<file path="config.mk">
export PLATFORM = sky130hd
export DESIGN_NAME = cvcdu_sequencer
export DESIGN_NICKNAME = d
export VERILOG_FILES = /design/src/rtl/cvcdu_sequencer.sv
export SDC_FILE = /design/constraint.sdc
export NUM_CORES = 1
export LEC_CHECK = 0
export ABC_AREA = 0
export CORE_MARGIN = 10
export CORE_UTILIZATION = 40
export DETAILED_ROUTE_END_ITERATION = 8
export GPL_ROUTABILITY_DRIVEN = 0
export PLACE_DENSITY = 0.66
export SYNTH_ARGS = -nofsm -noshare
export SYNTH_HDL_FRONTEND = slang
export SYNTH_SLANG_ARGS = --single-unit
</file>
<file path="constraint.sdc">
create_clock -name clk_in -period 3.22 [get_ports clk_in]
set_input_delay 0.966 -clock clk_in [delete_from_list [all_inputs] [get_ports clk_in]]
set_output_delay 0.966 -clock clk_in [all_outputs]
set_load 0.01 [all_outputs]
</file>
<file path="src/rtl/cvcdu_sequencer.sv">
`default_nettype none
// ============================================================================
// Module  : cvcdu_sequencer
// Brief   : Per-sync CVCDU frame controller. Feeds payload bytes one at a time
//           to the descrambler and tags each result with its RS lane and index.
// Revision: 1.0 - initial release
// ============================================================================
module cvcdu_sequencer #(
  parameter int FRAME_BYTES = 1020,
  parameter int INTERLEAVE  = 4,
  parameter int TIMEOUT     = 32
) (
  input  logic                          clk_in,
  input  logic                          rst_n_in,
  input  logic                          sync_found_in,
  input  logic                          byte_valid_in,
  input  logic [7:0]                    byte_in,
  output logic                          byte_ready_out,
  output logic                          desc_new_out,
  output logic                          desc_valid_out,
  output logic [7:0]                    desc_byte_out,
  input  logic                          desc_valid_in,
  input  logic [7:0]                    desc_byte_in,
  output logic                          rs_valid_out,
  output logic [7:0]                    rs_byte_out,
  output logic [$clog2(INTERLEAVE)-1:0] rs_lane_out,
  output logic [7:0]                    rs_index_out,
  output logic                          frame_done_out,
  output logic                          frame_err_out,
  output logic                          busy_out
);

  localparam int c_cnt_w  = $clog2(FRAME_BYTES);
  localparam int c_tmr_w  = $clog2(TIMEOUT + 1);
  localparam int c_lane_w = $clog2(INTERLEAVE);

  localparam logic [c_cnt_w-1:0] c_last_byte = c_cnt_w'(FRAME_BYTES - 1);
  localparam logic [c_cnt_w-1:0] c_ilv       = c_cnt_w'(INTERLEAVE);
  localparam logic [c_tmr_w-1:0] c_tmo_last  = c_tmr_w'(TIMEOUT - 1);

  localparam logic [2:0] c_st_idle      = 3'd0;
  localparam logic [2:0] c_st_start     = 3'd1;
  localparam logic [2:0] c_st_wait_byte = 3'd2;
  localparam logic [2:0] c_st_wait_desc = 3'd3;
  localparam logic [2:0] c_st_emit      = 3'd4;

  logic [2:0]          r_state;
  logic [c_cnt_w-1:0]  r_byte_count;
  logic [c_tmr_w-1:0]  r_timer;

  logic                r_byte_ready;
  logic                r_desc_new;
  logic                r_desc_valid;
  logic [7:0]          r_desc_byte;
  logic                r_rs_valid;
  logic [7:0]          r_rs_byte;
  logic [c_lane_w-1:0] r_rs_lane;
  logic [7:0]          r_rs_index;
  logic                r_frame_done;
  logic                r_frame_err;
  logic                r_busy;

  logic [2:0]          w_next;
  logic                w_accept;
  logic                w_capture;
  logic                w_abort;
  logic                w_timeout;
  logic                w_last;
  logic [c_lane_w-1:0] w_lane;
  logic [7:0]          w_index;

  assign w_last  = (r_byte_count == c_last_byte);
  assign w_lane  = c_lane_w'(r_byte_count % c_ilv);
  assign w_index = 8'(r_byte_count / c_ilv);

  // Resync outranks byte accept and descrambler results in every active state.
  always_comb begin
    w_next    = r_state;
    w_accept  = 1'b0;
    w_capture = 1'b0;
    w_abort   = 1'b0;
    w_timeout = 1'b0;
    case (r_state)
      c_st_idle: begin
        if (sync_found_in) w_next = c_st_start;
      end
      c_st_start: begin
        if (sync_found_in) begin
          w_abort = 1'b1;
          w_next  = c_st_start;
        end else begin
          w_next = c_st_wait_byte;
        end
      end
      c_st_wait_byte: begin
        if (sync_found_in) begin
          w_abort = 1'b1;
          w_next  = c_st_start;
        end else if (byte_valid_in && r_byte_ready) begin
          w_accept = 1'b1;
          w_next   = c_st_wait_desc;
        end
      end
      c_st_wait_desc: begin
        if (sync_found_in) begin
          w_abort = 1'b1;
          w_next  = c_st_start;
        end else if (desc_valid_in) begin
          w_capture = 1'b1;
          w_next    = c_st_emit;
        end else if (r_timer == c_tmo_last) begin
          w_timeout = 1'b1;
          w_next    = c_st_idle;
        end
      end
      c_st_emit: begin
        // A sync landing on the final byte starts the next frame cleanly.
        if (w_last) begin
          w_next = sync_found_in ? c_st_start : c_st_idle;
        end else if (sync_found_in) begin
          w_abort = 1'b1;
          w_next  = c_st_start;
        end else begin
          w_next = c_st_wait_byte;
        end
      end
      default: w_next = c_st_idle;
    endcase
  end

  always_ff @(posedge clk_in or negedge rst_n_in) begin
    if (!rst_n_in) begin
      r_state      <= c_st_idle;
      r_byte_count <= '0;
      r_timer      <= '0;
      r_byte_ready <= 1'b0;
      r_desc_new   <= 1'b0;
      r_desc_valid <= 1'b0;
      r_desc_byte  <= '0;
      r_rs_valid   <= 1'b0;
      r_rs_byte    <= '0;
      r_rs_lane    <= '0;
      r_rs_index   <= '0;
      r_frame_done <= 1'b0;
      r_frame_err  <= 1'b0;
      r_busy       <= 1'b0;
    end else begin
      r_state      <= w_next;
      r_byte_ready <= (w_next == c_st_wait_byte);
      r_desc_new   <= (w_next == c_st_start);
      r_desc_valid <= w_accept;
      r_rs_valid   <= w_capture;
      r_frame_done <= w_capture && w_last;
      r_frame_err  <= w_abort || w_timeout;
      r_busy       <= (w_next != c_st_idle);

      // desc_byte_out stays put until the next accept; the descrambler samples late.
      if (w_accept) begin
        r_desc_byte <= byte_in;
        r_timer     <= '0;
      end else if (r_state == c_st_wait_desc) begin
        r_timer <= r_timer + 1'b1;
      end

      if (r_state == c_st_start) begin
        r_byte_count <= '0;
      end else if ((r_state == c_st_emit) && (w_next == c_st_wait_byte)) begin
        r_byte_count <= r_byte_count + 1'b1;
      end

      if (w_capture) begin
        r_rs_byte  <= desc_byte_in;
        r_rs_lane  <= w_lane;
        r_rs_index <= w_index;
      end
    end
  end

  assign byte_ready_out = r_byte_ready;
  assign desc_new_out   = r_desc_new;
  assign desc_valid_out = r_desc_valid;
  assign desc_byte_out  = r_desc_byte;
  assign rs_valid_out   = r_rs_valid;
  assign rs_byte_out    = r_rs_byte;
  assign rs_lane_out    = r_rs_lane;
  assign rs_index_out   = r_rs_index;
  assign frame_done_out = r_frame_done;
  assign frame_err_out  = r_frame_err;
  assign busy_out       = r_busy;

endmodule
`default_nettype wire

</file>
==> flow_summary_export.csv <==
group,metric,value,unit
pwr,p_leak,1.29,nW
cells_and_area,fin_util,53.7,%
sta,period_minus_slack,2.45,ns
synthesis,syn-instance-count,184,
grt,grt_pass1_vias,1623,
routing,postRouteAntennaNets,0,
setup_path,r2r-end,"rs_byte_out[0]",
cells_and_area,fillers,496,
run_status,outcome,"finished, final reports clean",
setup_path,cp_max_fo,10,
grt,grt-ovfl-total,0,
setup_path,cp-startpoint,"byte_valid_in",
setup_path,start_kind,"input port",
setup_path,r2r_slack,1.41,ns
pwr,power_density,574,nW/µm²
min_path,hold_start,"desc_byte_out[5]",
place,placed_area,2880,µm²
cells_and_area,multi_input_area,916,µm²
synthesis,yosysSeqAreaShare,56.5,%
routing,drtPass1Iterations,4,
setup_path,rr_worst_depth,4,
synthesis,syn_area,2300,µm²
sta,slew_viol_final,0,
synthesis,syn_area_per_cell,12.5,µm²
setup_path,cp.required,3.41,ns
setup_path,cp-end-kind,"register",
clocking,cts_resized,0,
floorplanning,chipHeight,95.9,µm
sta,worst_pin_slew,0.633,ns
min_path,hold_path.class,"register to register",
min_path,hold_depth,1,
routing,vias,1567,
place,io_buffer_count,53,
clocking,hold_buffers,0,
floorplanning,initial_core_util,41.6,%
pwr,peakVddDrop,331,µV
routing,drt_iter0_drc,126,
grt,grt_max_degree,28,
min_path,hold_end,"desc_byte_out[5]",
cells_and_area,final_nets,261,
setup_path,setup.worst_path.class,"input port to register",
setup_path,cp_slowest_cell,"clkdlybuf4s50_1",
synthesis,syn_nets,207,
clocking,clk_latency,0.30,ns
sta,final.setup.tns,0,ns
cells_and_area,diodes,0,
place,dp_hpwl,3.36,mm
clocking,clockRootBuffer,"clkbuf_8",
floorplanning,die-area,9200,µm²
cells_and_area,drive_above_1_share,17.2,%
sta,rsz0062_at_grt,"no",
routing,drc,0,
clocking,post_cts_buffers,0,
job,max-cap-violations,0,
cells_and_area,seq_area,1300,µm²
setup_path,path_cells,"clkdlybuf4s50_1, nand2_1, nor4b_4, and2b_1, mux2_2",
synthesis,synth_seq_cells,52,
floorplanning,core_area,5540,µm²
clocking,clk_path_buf_depth,2,
grt,grt_antenna_before_repair,0,
sta,max-slew-margin-rel,57.7,%
clocking,clk_pin_slew,0.09,ns
cells_and_area,finish.instance_area,2970,µm²
floorplanning,die_w,95.9,µm
sta,period_share,76.1,%
synthesis,yosys_warnings,0,
setup_path,arrival,2.64,ns
cells_and_area,area_growth,29.0,%
routing,wl_per_cell,14.8,µm
floorplanning,ios,54,
synthesis,ys_types,40,
routing,vias_per_cell,5.04,
routing,routed_wl,4.60,mm
grt,grt_pass1_wl,7.91,mm
clocking,cts_sinks,52,
sta,fin_skew,0.00611,ns
setup_path,r2r_start,"r_state[0]",
floorplanning,rows,27,
clocking,cts_tree,"yes",
setup_path,slowest_delay,0.45,ns
sta,setup_viol,0,
sta,max_freq,0.408,GHz
clocking,cts_buffers,5,
grt,grt_usage,11.0,%
clocking,htree_levels,2,
sta,hold_viol,0,
kinds of logic (layout without fill, tap and decap cells):
family | after synthesis | count (layout) | synth area share, %
flops | 52 | 52 | 56.5
simple gates | 64 | 64 | 16.9
buf+inv | 11 | 66 | 3.80
fa+ha+maj | 2 | 2 | 1.09
compound gates | 20 | 20 | 5.59
xor+xnor | 8 | 8 | 3.04
mux | 27 | 27 | 13.1
worst max-delay path, delay by kind of cell:
family                 cells  cell delay, ns
AND/OR/NAND/NOR            3            0.83
buffers and inverters      1            0.45
multiplexers               1            0.38
area by class of cell:
cell class	count	area share (%)
Clock buffer	8	3.03
Tap cell	72	3.03
Sequential cell	52	43.8
Timing Repair Buffer	58	19.4
Multi-Input combinational cell	121	30.8
worst max-delay path by stage:
stage	end	depth (start not counted)
finish	desc_byte_out[4]	5
global route	desc_byte_out[4]	5
CTS	desc_byte_out[0]	5
detailed placement	desc_byte_out[0]	5
global placement	desc_byte_out[0]	5
floorplan	desc_byte_out[5]	6
cell usage in the layout, fill, tap and decap left out, types with 2 or more instances in the layout:
cell	count
nor3_1	2
nor3b_1	2
clkbuf_8	6
clkbuf_1	2
mux2_1	3
a21oi_1	5
and3b_1	2
nand2_1	13
nor2_1	14
buf_4	4
and2_1	2
xor2_1	7
mux2_2	23
nor4b_4	2
nand3_1	6
dfrtp_1	52
clkdlybuf4s50_1	52
o21ai_0	4
nand2b_1	2
ha_1	2
nand3b_1	2
o21a_1	2
o211ai_1	2
nand4_1	7
o31ai_1	2
and3_1	3
cell usage after synthesis (all sizes together):
cell type	n	share of area [%]
and4b	1	0.43
nor3	2	0.43
and4	1	0.38
nand3b	2	0.65
a32o	1	0.43
a31oi	1	0.27
nor4b	2	2.1
nor2	14	2.3
o31ai	2	0.65
nor3b	3	1.2
and3	3	0.81
and3b	2	0.76
o21ai	5	1.1
nand2	13	2.1
nand2b	2	0.54
o211ai	2	0.65
and2b	1	0.33
nand3	7	1.7
mux2i	1	0.43
ha	2	1.1
nand4	7	1.9
mux2	26	13
or4	1	0.33
xor2	7	2.7
a31o	1	0.38
o311ai	1	0.38
a21oi	5	1.1
and2	2	0.54
clkbuf	2	0.33
buf	9	3.5
xnor2	1	0.38
dfrtp	52	56
o21a	2	0.65
or3b	1	0.38
layer usage:
layer  share of wire (%)  global-route usage, %  up-vias
met5                   0                      0        -
met4                 2.3                   5.41        0
met1                  46                   14.1      756
met3                 9.2                   4.75        9
met2                  43                   15.3       41
li1                    -                      -      761
state kept, by name, indices dropped and copies added, names as in the netlist:
signal,count
rs_index_out,8
rs_valid_out,1
frame_err_out,1
rs_lane_out,2
desc_valid_out,1
byte_ready_out,1
frame_done_out,1
r_timer,6
r_state,3
desc_new_out,1
desc_byte_out,8
busy_out,1
rs_byte_out,8
r_byte_count,10
report_power, final:
part | internal (W) | total [W] | switching [W]
combinational | 0.000277 | 0.000463 | 0.000186
sequential | 0.000778 | 0.000868 | 0.0000903
clock | 0.000176 | 0.000374 | 0.000199
through the flow:
| step | instances | hold slack (ns) | power, W | setup WS, ns |
|---|---|---|---|---|
| floorplan | 184 | 0.482 | 0.00110 | 1.08 |
| global placement | 303 | 0.469 | 0.00134 | 0.456 |
| detailed placement | 303 | 0.474 | 0.00135 | 0.415 |
| CTS | 311 | 0.495 | 0.00173 | 0.748 |
| global route | 311 | 0.512 | 0.00182 | 0.665 |
| finish | 311 | 0.487 | 0.00171 | 0.769 |
No activity file was read; power rests on OpenSTA's default activity.
